**src/rtl/pipe_ctrl.sv**
```systemverilog
// Pipeline hazard/stall controller: prioritised stall/bubble vectors, redirect holding register
// and stall-cycle counter. Define PIPE_CTRL_MULDIV_EN to add the multi-cycle mult/div occupancy FSM.
module pipe_ctrl (
  input  logic        clk,
  input  logic        resetn,
  input  logic        ld_use,
  input  logic        br_taken,
  input  logic [31:0] br_target,
  input  logic        i_wait,
  input  logic        d_wait,
  input  logic        md_start,
  output logic [4:0]  stall,
  output logic [4:0]  bubble,
  output logic        redirect_valid,
  output logic [31:0] redirect_pc,
  output logic        md_busy,
  output logic [31:0] stall_cnt
);

  logic md_stall;

`ifdef PIPE_CTRL_MULDIV_EN
  typedef enum logic [1:0] {
    MD_IDLE,
    MD_BUSY,
    MD_DONE
  } md_state_e;

  localparam logic [5:0] MD_LAST = 6'd31;

  md_state_e  md_state_q, md_state_d;
  logic [5:0] md_cnt_q, md_cnt_d;
  logic       md_stall_raw;

  always_ff @(posedge clk) begin
    // NOTE: sequential state uses non-blocking assignments only, so every register samples pre-edge values.
    if (!resetn) begin
      md_state_q <= MD_IDLE;
      md_cnt_q   <= '0;
    end else begin
      md_state_q <= md_state_d;
      md_cnt_q   <= md_cnt_d;
    end
  end

  always_comb begin
    // NOTE: defaults first so no path through the case leaves a signal unassigned (no latches).
    md_state_d   = md_state_q;
    md_cnt_d     = md_cnt_q;
    md_stall_raw = 1'b0;
    case (md_state_q)
      MD_IDLE: begin
        if (md_start) begin
          md_stall_raw = 1'b1;
          md_state_d   = MD_BUSY;
          md_cnt_d     = '0;
        end
      end
      MD_BUSY: begin
        md_stall_raw = 1'b1;
        if (md_cnt_q == MD_LAST) md_state_d = MD_DONE;
        else                     md_cnt_d   = md_cnt_q + 6'd1;
      end
      MD_DONE: begin
        // Result writeback waits for the data bus to free up before accepting a new op.
        if (!d_wait) md_state_d = MD_IDLE;
      end
      default: md_state_d = MD_IDLE;
    endcase
  end

  assign md_stall = resetn & md_stall_raw;
`else
  logic unused_md_start;
  assign unused_md_start = md_start;
  assign md_stall        = 1'b0;
`endif

  assign md_busy = md_stall;

  // Deepest active cause wins; each level freezes the stages up to it and bubbles the next one.
  always_comb begin
    stall  = 5'b00000;
    bubble = 5'b00000;
    if (d_wait) begin
      stall  = 5'b01111;
      bubble = 5'b10000;
    end else if (md_stall) begin
      stall  = 5'b00111;
      bubble = 5'b01000;
    end else if (ld_use) begin
      stall  = 5'b00011;
      bubble = 5'b00100;
    end else if (i_wait) begin
      stall  = 5'b00001;
      bubble = 5'b00010;
    end
  end

  logic        pend_q, pend_d;
  logic [31:0] pc_q, pc_d;
  logic [31:0] stall_cnt_q, stall_cnt_d;

  always_comb begin
    pend_d      = pend_q;
    pc_d        = pc_q;
    stall_cnt_d = stall_cnt_q;
    if (pend_q) begin
      if (!stall[0] && !i_wait) pend_d = 1'b0;
    end else if (br_taken && !stall[1]) begin
      pend_d = 1'b1;
      pc_d   = br_target;
    end
    if (stall[0] && (stall_cnt_q != 32'hFFFF_FFFF)) stall_cnt_d = stall_cnt_q + 32'd1;
  end

  always_ff @(posedge clk) begin
    if (!resetn) begin
      pend_q      <= 1'b0;
      pc_q        <= '0;
      stall_cnt_q <= '0;
    end else begin
      pend_q      <= pend_d;
      pc_q        <= pc_d;
      stall_cnt_q <= stall_cnt_d;
    end
  end

  assign redirect_valid = pend_q;
  assign redirect_pc    = pc_q;
  assign stall_cnt      = stall_cnt_q;

endmodule

```
**config.mk**
```make
export PLATFORM = sky130hd
export DESIGN_NAME = pipe_ctrl
export DESIGN_NICKNAME = d
export VERILOG_FILES = /design/src/rtl/pipe_ctrl.sv
export SDC_FILE = /design/constraint.sdc
export NUM_CORES = 1
export LEC_CHECK = 0
export CAP_MARGIN = 20
export CORE_MARGIN = 1.5
export CORE_UTILIZATION = 62
export DETAILED_ROUTE_END_ITERATION = 12
export DONT_BUFFER_PORTS = 1
export HOLD_SLACK_MARGIN = 0.05
export MAX_ROUTING_LAYER = met4
export PLACE_DENSITY_LB_ADDON = 0.2
export SETUP_SLACK_MARGIN = 0.3
export SLEW_MARGIN = 10
export SYNTH_ARGS = -nofsm -noshare
export SYNTH_HDL_FRONTEND = slang
export SYNTH_SLANG_ARGS = --single-unit
```
**constraint.sdc**
```tcl
create_clock -name clk -period 3 [get_ports clk]
set_clock_uncertainty 0.2 [all_clocks]
set_input_delay 0.9 -clock clk [delete_from_list [all_inputs] [get_ports clk]]
set_output_delay 0.9 -clock clk [all_outputs]
set_load 0.02 [all_outputs]
```
== After elaboration in Yosys (flattened, before gate mapping) ==
Index checks and enable logic that the tools add are counted.

* Flip-flop bits (word level): 65
* Word-level logic and storage cells: 22

* Add/subtract/negate cells: 1
* Eq/ne operators: 1
* Muxes and demuxes: 9
* Bitwise logic cells: 1
* Reductions and logical operators: 7

{| class="wikitable"
|+ Operator list
! kind !! count
|-
| $add A32 B1 Y32 const B || 1
|-
| $ne A32 B32 Y1 const B || 1
|-
| $mux W5 || 2
|-
| $mux W1 || 4
|-
| $mux W2 || 2
|-
| $logic_and A1 B1 Y1 || 3
|-
| $logic_not A1 Y1 || 3
|-
| $mux W3 || 1
|-
| $reduce_and A2 Y1 || 1
|-
| $not A1 Y1 || 1
|}

== Longest topological paths before layout ==
Gate-level depths: netlist (run 1).

* Depth in word-level cells: 7
* Gate-level depth with buffers: 8

== Worst setup path before layout (run 1) ==
No wires, ideal clock.

* Kind: in2reg
* From: input ld_use
* To: register stall_cnt_q[30] (netlist: stall_cnt[30])
* Library setup time: 0.070 ns
* Arrival time: 2.438 ns
* Slack: 0.292 ns
* Cell stages on the path: 6
* Path buffers: 1
* Path through: or3_1 > clkbuf_1 > nand3_1 > or4_4 > or3_1 > a21oi_1

* Longest elaborated chain between the ends: 3

{| class="wikitable"
|+ RTL lines
! element !! line !! RTL
|-
| start, declared || 6 || <nowiki>input logic ld_use,</nowiki>
|-
| $mux W2 || 91 || <nowiki>end else if (ld_use) begin</nowiki>
|-
| $mux W5 || 85 || <nowiki>if (d_wait) begin</nowiki>
|-
| named net stall[0] || 12 || <nowiki>output logic [4:0] stall,</nowiki>
|-
| $logic_and A1 B1 Y1 || 114 || <nowiki>if (stall[0] && (stall_cnt_q != 32'hFFFF_FFFF)) stall_cnt_d = stall_cnt_q + 32'd1;</nowiki>
|-
| end signal, assigned || 125 || <nowiki>stall_cnt_q <= stall_cnt_d;</nowiki>
|-
| end, declared || 102 || <nowiki>logic [31:0] stall_cnt_q, stall_cnt_d;</nowiki>
|}

The timed path passes the listed nets, and every way through them passes these cells.
A chain may end at the register's enable or synchronous reset.

== Worst setup path in the final report (run 1) ==
* From: input ld_use
* To: output bubble[1]

* Longest elaborated chain between the ends: 2

{| class="wikitable"
|+ RTL lines
! element !! line !! RTL
|-
| $mux W3 || 91 ||
|-
| $mux W5 || 85 ||
|-
| end, declared || 13 || <nowiki>output logic [4:0] bubble,</nowiki>
|}

Every way passes these cells.

==> results of run 1 <==
==> worst max path at each step <==
stage	cells after the start	from	endpoint	slack, ps
2_1_floorplan	2	ld_use	bubble[1]	330
4_1_cts	2	ld_use	stall[0]	310
3_5_place_dp	2	ld_use	bubble[1]	260
5_1_grt	5	stall_cnt[20]$_SDFFE_PN0P_	stall_cnt[9]$_SDFFE_PN0P_	340
3_3_place_gp	2	ld_use	bubble[1]	280
6_report	2	ld_use	bubble[1]	360
==> state kept, by name, summed over array words and instances, names as in the netlist <==
signal and cells:
redirect_pc 32, stall_cnt 32, redirect_valid 1
==> area by class of cell <==
class	count	area share [%]
clock buffers	10	4.46
clock inverters	6	1.86
inverters	3	0.365
multi-input cells	261	46.0
flip-flops and latches	65	42.1
well taps	52	2.11
repair buffers	11	3.08
==> cells in the mapped netlist (all sizes together) (3+ instances only) <==
cell type	n	area share, %
nor3	4	0.71
a21oi	50	8.8
or4	5	1.5
xor2	4	1.2
or3	14	3.1
nor2	10	1.3
mux2i	5	1.8
buf	8	2.0
nand2	87	12
and3	4	0.88
o21ai	14	2.5
nand3	9	1.6
o31ai	6	1.8
nand2b	5	1.1
inv	3	0.40
dfxtp	65	46
nor4	4	0.88
and4	10	3.1
nand4	8	2.3
clkbuf	18	2.4
xnor2	3	0.93
==> placed cells by master, fill, tap and decap left out, types with 2 or more instances in the layout <==
cell / netlist / routed
sky130_fd_sc_hd__nand4_1: 7 / 7
sky130_fd_sc_hd__a2111oi_0: 2 / 2
sky130_fd_sc_hd__and4_1: 9 / 9
sky130_fd_sc_hd__o31ai_1: 5 / 5
sky130_fd_sc_hd__nor2b_1: 2 / 2
sky130_fd_sc_hd__buf_4: 7 / 10
sky130_fd_sc_hd__xor2_1: 4 / 4
sky130_fd_sc_hd__clkbuf_8: 0 / 10
sky130_fd_sc_hd__nor4_1: 4 / 4
sky130_fd_sc_hd__a21oi_1: 50 / 50
sky130_fd_sc_hd__o21ai_0: 14 / 14
sky130_fd_sc_hd__nand2_1: 87 / 87
sky130_fd_sc_hd__nor2_1: 10 / 9
sky130_fd_sc_hd__nand2b_1: 5 / 5
sky130_fd_sc_hd__inv_1: 3 / 3
sky130_fd_sc_hd__or4_1: 4 / 4
sky130_fd_sc_hd__clkinv_2: 0 / 4
sky130_fd_sc_hd__xnor2_1: 3 / 3
sky130_fd_sc_hd__mux2i_1: 5 / 5
sky130_fd_sc_hd__and3_1: 4 / 4
sky130_fd_sc_hd__or3_1: 14 / 13
sky130_fd_sc_hd__nor3_1: 4 / 4
sky130_fd_sc_hd__nand3_1: 9 / 9
sky130_fd_sc_hd__dfxtp_1: 65 / 65
sky130_fd_sc_hd__conb_1: 1 / 4
==> power breakdown <==
| group | internal, µW | total (µW) | switching [µW] |
|---|---|---|---|
| sequential | 882 | 914 | 32.4 |
| clock | 400 | 724 | 324 |
| combinational | 26.8 | 84.2 | 57.3 |
| total | 1310 | 1720 | 413 |
==> repair_timing <==
action                                  CTS  global route
hold endpoints to repair                  0             0
pin swaps                                 0             0
gates resized for setup                   1             1
endpoints found under the setup margin    1             1
==> per-stage QoR <==
step / area (µm²) / std cells
final: 3090 / 408
after detailed placement: 2890 / 392
after floorplan: 2850 / 355
after global placement: 2890 / 392
after global routing: 3090 / 408
after CTS: 3080 / 408
==> logic make-up (layout without fill, tap and decap cells) <==
group | Yosys count | count (layout) | synth area share, %
simple gates | 168 | 168 | 30.1
mux | 5 | 5 | 1.77
compound gates | 76 | 76 | 14.7
fa+ha+maj | 1 | 1 | 0.441
xor+xnor | 7 | 7 | 2.16
flops | 65 | 65 | 45.9
buf+inv | 29 | 30 | 4.81
other cells | 1 | 4 | 0.132
==> routing by layer <==
layer / track usage [%] / routed length, µm / vias up
li1: - / - / 1225
met1: 32.5 / 2750 / 1118
met2: 39.6 / 2990 / 100
met3: 7.69 / 519 / 2
met4: 10.1 / 17 / 0
met5: - / 0 / -
==> flow_results.org, run 1 <==
** Place
- Weighted congestion reported at the end of routability-driven placement :: 0.802
- Detailed placement finished with a half-perimeter wire length of 4370 µm.
- IO buf count :: 0
- OpenSTA, run right after detailed placement, puts the worst setup slack at 259 ps.

** Clock tree
- For this design, the CTS-stage hold fixing added 0 buffers.
- Post-CTS timing repair inserted 0 buffers for setup.
- TritonCTS built the clock tree.
- The clock reaches the later pin of the worst-skew pair after 330 ps.
- TritonCTS created 9 clock buffers.
- Root cell of the clock tree :: sky130_fd_sc_hd__clkbuf_8
- Clock-pin slew was measured on the worst setup and hold paths at 70 ps.
- Maximum number of buffers from clock root to sink :: 2
- CTS built an H-tree with a depth of 3.
- The tree built by TritonCTS fans out to 65 sinks.

** Power
- Worst IR Drop VDD :: 0.402 mV
- For this design the static power due to leakage is 0.00105 µW.
- Total chip power :: 1720 µW
- In this run the power density over the cells is 558 nW/µm².

** Worst setup path
- End of the worst register-to-register path :: stall_cnt[30]$_SDFFE_PN0P_
- Critical path peak fanout :: 4
- STA puts the critical path data required time at 1900 ps.
- Launching element type of the critical path :: input port
- In this design, the stage delay of the slowest critical-path cell is 390 ps.
- Type of element capturing the critical path :: output pin
- Crit-path slowest cell :: sky130_fd_sc_hd__or2_2
- The worst setup path is of the input port to output pin kind.
- At the worst endpoint, the arrival time is 1540 ps.
- Number of buffer and inverter stages on the critical path :: 0
- Launch point of the worst reg-to-reg path :: stall_cnt[13]$_SDFFE_PN0P_
- Length in cells of the worst reg-to-reg path :: 5
- Broken down by cell family, the worst path's largest delay share belongs to simple AND/OR/NAND/NOR gates.
- In this run the register-to-register setup slack is 500 ps.
- List of cells traversed by the critical path :: or2_2 -> nor2_2

** Layout
- In the final design database the tool counted 391 nets.
- In the final layout, the multi-input gates occupy 1420 µm².
- Post-synthesis to final-layout area growth :: 8.96%
- Combined flip-flop and latch cell area :: 1300 µm²
- Final core utilization :: 70.4%
- The repair_antennas step left the layout with diodes totalling 0.
- Number of inserted filler cells in the final layout :: 372
- Fraction of layout instances using a drive strength above 1 :: 10.1%

** Timing
- Final Hold Vio Count :: 0
- Once routing completed, OpenROAD measured the worst setup slack at 357 ps.
- The final number of max-transition violations is 0.
- The worst pin sits at a relative slew slack of 47.0%.
- Worst hold-check slack :: 356 ps
- Setup repair after global routing left no endpoint under its margin.
- Post-Route Setup TNS :: 0 ps
- Derived from the worst setup path, the maximum achievable clock frequency is 0.378 GHz.
- The worst path needs 2640 ps of the cycle, external delays included.
- Slew at the pin closest to its max-slew limit :: 789 ps
- Final Setup Violations :: 0
- Crit share post-route :: 88.1%

** Status
- The flow ran to the end, and the final reports show no timing, DRC or antenna violations.

** GRT
- Pin count of the biggest net entering global routing :: 42
- For this run the aggregate overflow at the end of global routing stands at 0.
- Global routing used 25.9% of the available tracks.
- Via count of the first global-routing pass :: 2,240
- Initial antenna violation count :: 0
- The first global-routing pass estimated 10,100 µm of wire.

** Logic synthesis
- Number of distinct library cell variants in the gate-level netlist after synthesis :: 40
- The synthesized design contains 0 enable-type register cells.
- Primary FF master, synth :: sky130_fd_sc_hd__dfxtp_1
- Post-Syn Area per Cell :: 8.05 µm²
- The mapped netlist covers 2830 µm².
- Number of register bits inferred by synthesis :: 65
- Synth async-reset ratio :: 0%
- Synthesis handed over a netlist of 352 instances.
- For this run, the register share of the synthesized area comes to 45.9%.
- The Yosys step of the flow raised 0 warnings.

** Hold path
- Worst hold path stage count :: 2
- Hold Path Class :: register to register
- The path with the worst hold slack has its endpoint at redirect_pc[5]$_SDFFE_PN0P_.
- The startpoint identified for the worst hold timing path is redirect_pc[5]$_SDFFE_PN0P_.

** Floorplan
- Initial core utilization :: 64.6%
- The die covers 4990 µm².
- Pin placement for this block handled 115 I/O pins.
- Number of core rows :: 24
- Vert. Die Dim :: 70.6 µm
- Die width :: 70.6 µm
- The region available for standard cell placement spans 4380 µm².

** Drt
- Detailed-route vias per instance :: 5.99
- Number of optimization iterations in the first detailed-route pass :: 5
- Remaining design rule violation count :: 0
- After detailed routing, the total wire length is 6280 µm.
- In the final routed layout, each cell accounts on average for 15.4 µm.
- For this block, the initial DRC count from the detailed router was 128.
- Total via count after detailed routing :: 2,445
- Routed Antenna Nets :: 0

** Flow run
- Max-cap violations in this run came to 0.
No activity file was read; power rests on OpenSTA's default activity.
==> inputs of run 2 (changes only) <==
--- a/config.mk
+++ b/config.mk
@@ -7,7 +7,7 @@
 export LEC_CHECK = 0
 export CAP_MARGIN = 20
 export CORE_MARGIN = 1.5
-export CORE_UTILIZATION = 62
+export CORE_UTILIZATION = 67
 export DETAILED_ROUTE_END_ITERATION = 12
 export DONT_BUFFER_PORTS = 1
 export HOLD_SLACK_MARGIN = 0.05
==> constraint.sdc (replaced) <==
create_clock -name clk -period 3.3 [get_ports clk]
set_clock_uncertainty 0.2 [all_clocks]
set_input_delay 0.99 -clock clk [delete_from_list [all_inputs] [get_ports clk]]
set_output_delay 0.99 -clock clk [all_outputs]
set_load 0.02 [all_outputs]
==> flow_results.org, run 2 (same netlist as run 1, synthesis figures left out) <==
** Clock tree
- The H-tree was split into 3 levels.
- Number of resized instances in the post-cts repair step :: 0
- Hold repair after CTS inserted 0 buffers.
- After clock tree synthesis, the clock-pin slew on the worst setup and hold paths is 60 ps.
- CTS tree :: done
- The tree is rooted in a sky130_fd_sc_hd__clkbuf_8.
- Post-CTS Setup Inserts :: 0
- Total number of clock tree sinks :: 65
- Maximum number of buffers from clock root to sink :: 2
- CTS buffer count :: 9
- The clock reaches the later pin of the worst-skew pair after 340 ps.

** GRT
- The number of global-route vias before repair came to 1,920.
- Entering global routing, the biggest net connects 34 pins.
- The number of antenna violations at the first check in global routing was 0.
- The first global-routing pass estimated 8880 µm of wire.
- In the global route stage, overall resource usage came out at 26.7%.
- Remaining global-route overflow :: 0

** Worst setup path
- Worst EP required :: 2110 ps
- Measured in cells, the most critical reg-to-reg path has a length of 6.
- The critical path starts at ld_use.
- In this run the register-to-register setup slack is 670 ps.
- Capture point of the worst path :: bubble[1]
- Critical path's largest stage delay :: 370 ps
- List of cells traversed by the critical path :: or2_2 -> nor2_1
- Counting both buffers and inverters, the worst setup path holds a total of 0.
- The critical path in this run is classified as input port to output pin.
- The worst setup path is captured at an output pin.
- The startpoint identified for the worst register-to-register timing path is stall_cnt[0]$_SDFFE_PN0P_.
- In this run the number of cells on the critical path is 2.
- Critical path peak fanout :: 4
- Among all stages on the critical path, the largest delay is contributed by sky130_fd_sc_hd__or2_2.
- Launching element type of the critical path :: input port
- Arrival @ worst endpoint :: 1710 ps
- The worst register-to-register path ends at stall_cnt[9]$_SDFFE_PN0P_.
- The kind of cell with the highest combined delay along the critical path is simple AND/OR/NAND/NOR gates.

** Timing
- Static timing analysis puts the maximum clock frequency at 0.345 GHz.
- Worst rel slew slack :: 42.1%
- Final Setup Violations :: 0
- For the pin with the worst max-slew slack, the measured transition is 862 ps.
- The number of hold violations in the final report came to 0.
- The worst path in the final design needs a cycle of 2900 ps, including I/O delays and setup.
- Pins Over Slew Limit :: 0
- Setup total negative slack on the finished layout was measured at 0 ps.
- After layout, the worst path uses 87.8% of the clock period.
- RSZ-0062 raised after global routing :: no

** Layout
- The library cell used most frequently in the layout, excluding fill and tap cells, is sky130_fd_sc_hd__nand2_1.
- Leaving out filler cells and counting taps, the final layout contains 398.
- The number of antenna diodes in the final layout is 0.
- The finished cells cover 3030 µm².
- Most frequent cells in the layout :: sky130_fd_sc_hd__nand2_1 (87), sky130_fd_sc_hd__dfxtp_1 (65), sky130_fd_sc_hd__a21oi_1 (50), sky130_fd_sc_hd__or3_1 (14), sky130_fd_sc_hd__o21ai_0 (14)
- Fraction of layout instances using a drive strength above 1 :: 7.18%
- At the end of the flow, the number of nets in the layout was 383.
- Compared with the post-synthesis result, the final layout area differs by 6.93%.
- Number of inserted filler cells in the final layout :: 352

** Floorplan
- Number of primary I/O pins :: 115
- Measured along the y axis, the die boundary spans 68.0 µm.
- Number of core rows :: 23
- The die covers 4630 µm².
- The floorplan step defined a core boundary enclosing 4030 µm².
- Measured along the x axis, the die boundary spans 68.0 µm.
- Initial core utilization :: 70.3%

** Hold path
- Hold Path Class :: register to register
- In this run the most critical hold path is launched from redirect_pc[8]$_SDFFE_PN0P_.

** Drt
- Detailed-route vias per instance :: 6.11
- Post-Route WL :: 6180 µm
- After detailed routing, the average wire length per cell comes to 15.5 µm.
- The first routing iteration left 114 violations.
- The count of nets left with antenna violations once routing finished came out at 0.
- Total via count after detailed routing :: 2,433
- Number of optimization iterations in the first detailed-route pass :: 4
- After detailed routing, the number of remaining DRC violations is 0.

** Place
- After legalization and detailed placement, the total HPWL measured 4410 µm.
- The placed instances occupy a cell area of 2810 µm².
- IO buf count :: 0
- Placed Instances :: 382
- The congestion estimate from routability-driven global placement came to 0.910.

** Flow run
- Max-cap violations in this run came to 0.

** Power
- Net load switching power :: 373 µW
- In this run the power density over the cells is 540 nW/µm².
- Leakage :: 0.00101 µW
- Total chip power :: 1640 µW
- Sequential Power Share :: 51.2%
- Per report_power, the combinational group accounts for 3.7% of the total.
- The internal power of the cells totals 1260 µW.
- Clock Power Share :: 45.1%
- IR analysis of the VDD net gives a maximum drop of 0.391 mV.
- Net switching is 22.8% of the power.

** Status
- Status :: completed
## run 2: cell count changes in the layout (fill, tap and decap cells not counted), sizes merged
cell and change:
buf -8, bufinv +1, clkbuf +1, clkinv -1, clkinvlp -1
## run 2: per-layer routing
metal  global-route usage, %  part of all wire (%)  vias to the layer above  wire, µm
li1                        -                     -                     1209         -
met1                    29.8                    41                     1111      2540
met2                    41.7                    48                       99      2990
met3                    9.21                   8.9                       14       549
met4                    15.0                   1.6                        0        99
met5                       -                     0                        -         0
## run 2: area by class of cell
| type | instances | area, µm² | share of cell area (%) |
|---|---|---|---|
| Clock inverter | 5 | 78.8 | 2.60 |
| Inverter | 3 | 11.3 | 0.372 |
| Sequential cell | 65 | 1300 | 42.9 |
| Tap cell | 50 | 62.6 | 2.06 |
| Timing Repair Buffer | 3 | 22.5 | 0.743 |
| Multi-Input combinational cell | 261 | 1410 | 46.6 |
| Clock buffer | 11 | 141 | 4.67 |
## run 2: how the worst min path moves through the flow
stage | endpoint | cells after the start | slack [ps]
4_1_cts | redirect_pc[8]$_SDFFE_PN0P_ | 2 | 360
6_report | redirect_pc[8]$_SDFFE_PN0P_ | 2 | 350
2_1_floorplan | redirect_pc[10]$_SDFFE_PN0P_ | 2 | 330
3_3_place_gp | redirect_pc[8]$_SDFFE_PN0P_ | 2 | 340
3_5_place_dp | redirect_pc[8]$_SDFFE_PN0P_ | 2 | 350
5_1_grt | redirect_pc[24]$_SDFFE_PN0P_ | 2 | 380
## run 2: power by group through the flow
| stage | registers (µW) | clock network, µW | logic [µW] |
|---|---|---|---|
| after CTS | 838 | 749 | 61.2 |
| final | 838 | 738 | 60.8 |
| after detailed placement | 856 | 0 | 61.0 |
| after floorplan | 852 | 0 | 61.9 |
| after global routing | 841 | 775 | 69.7 |
| after global placement | 855 | 0 | 58.7 |
## run 2: metrics by stage
stage / hold slack (ps) / setup WS (ps) / utilization, %
after global placement: 342 / 399 / 69.8
after global routing: 382 / 344 / 75.2
final: 353 / 403 / 75.2
after CTS: 355 / 398 / 75.2
after detailed placement: 346 / 361 / 69.8
after floorplan: 334 / 447 / -
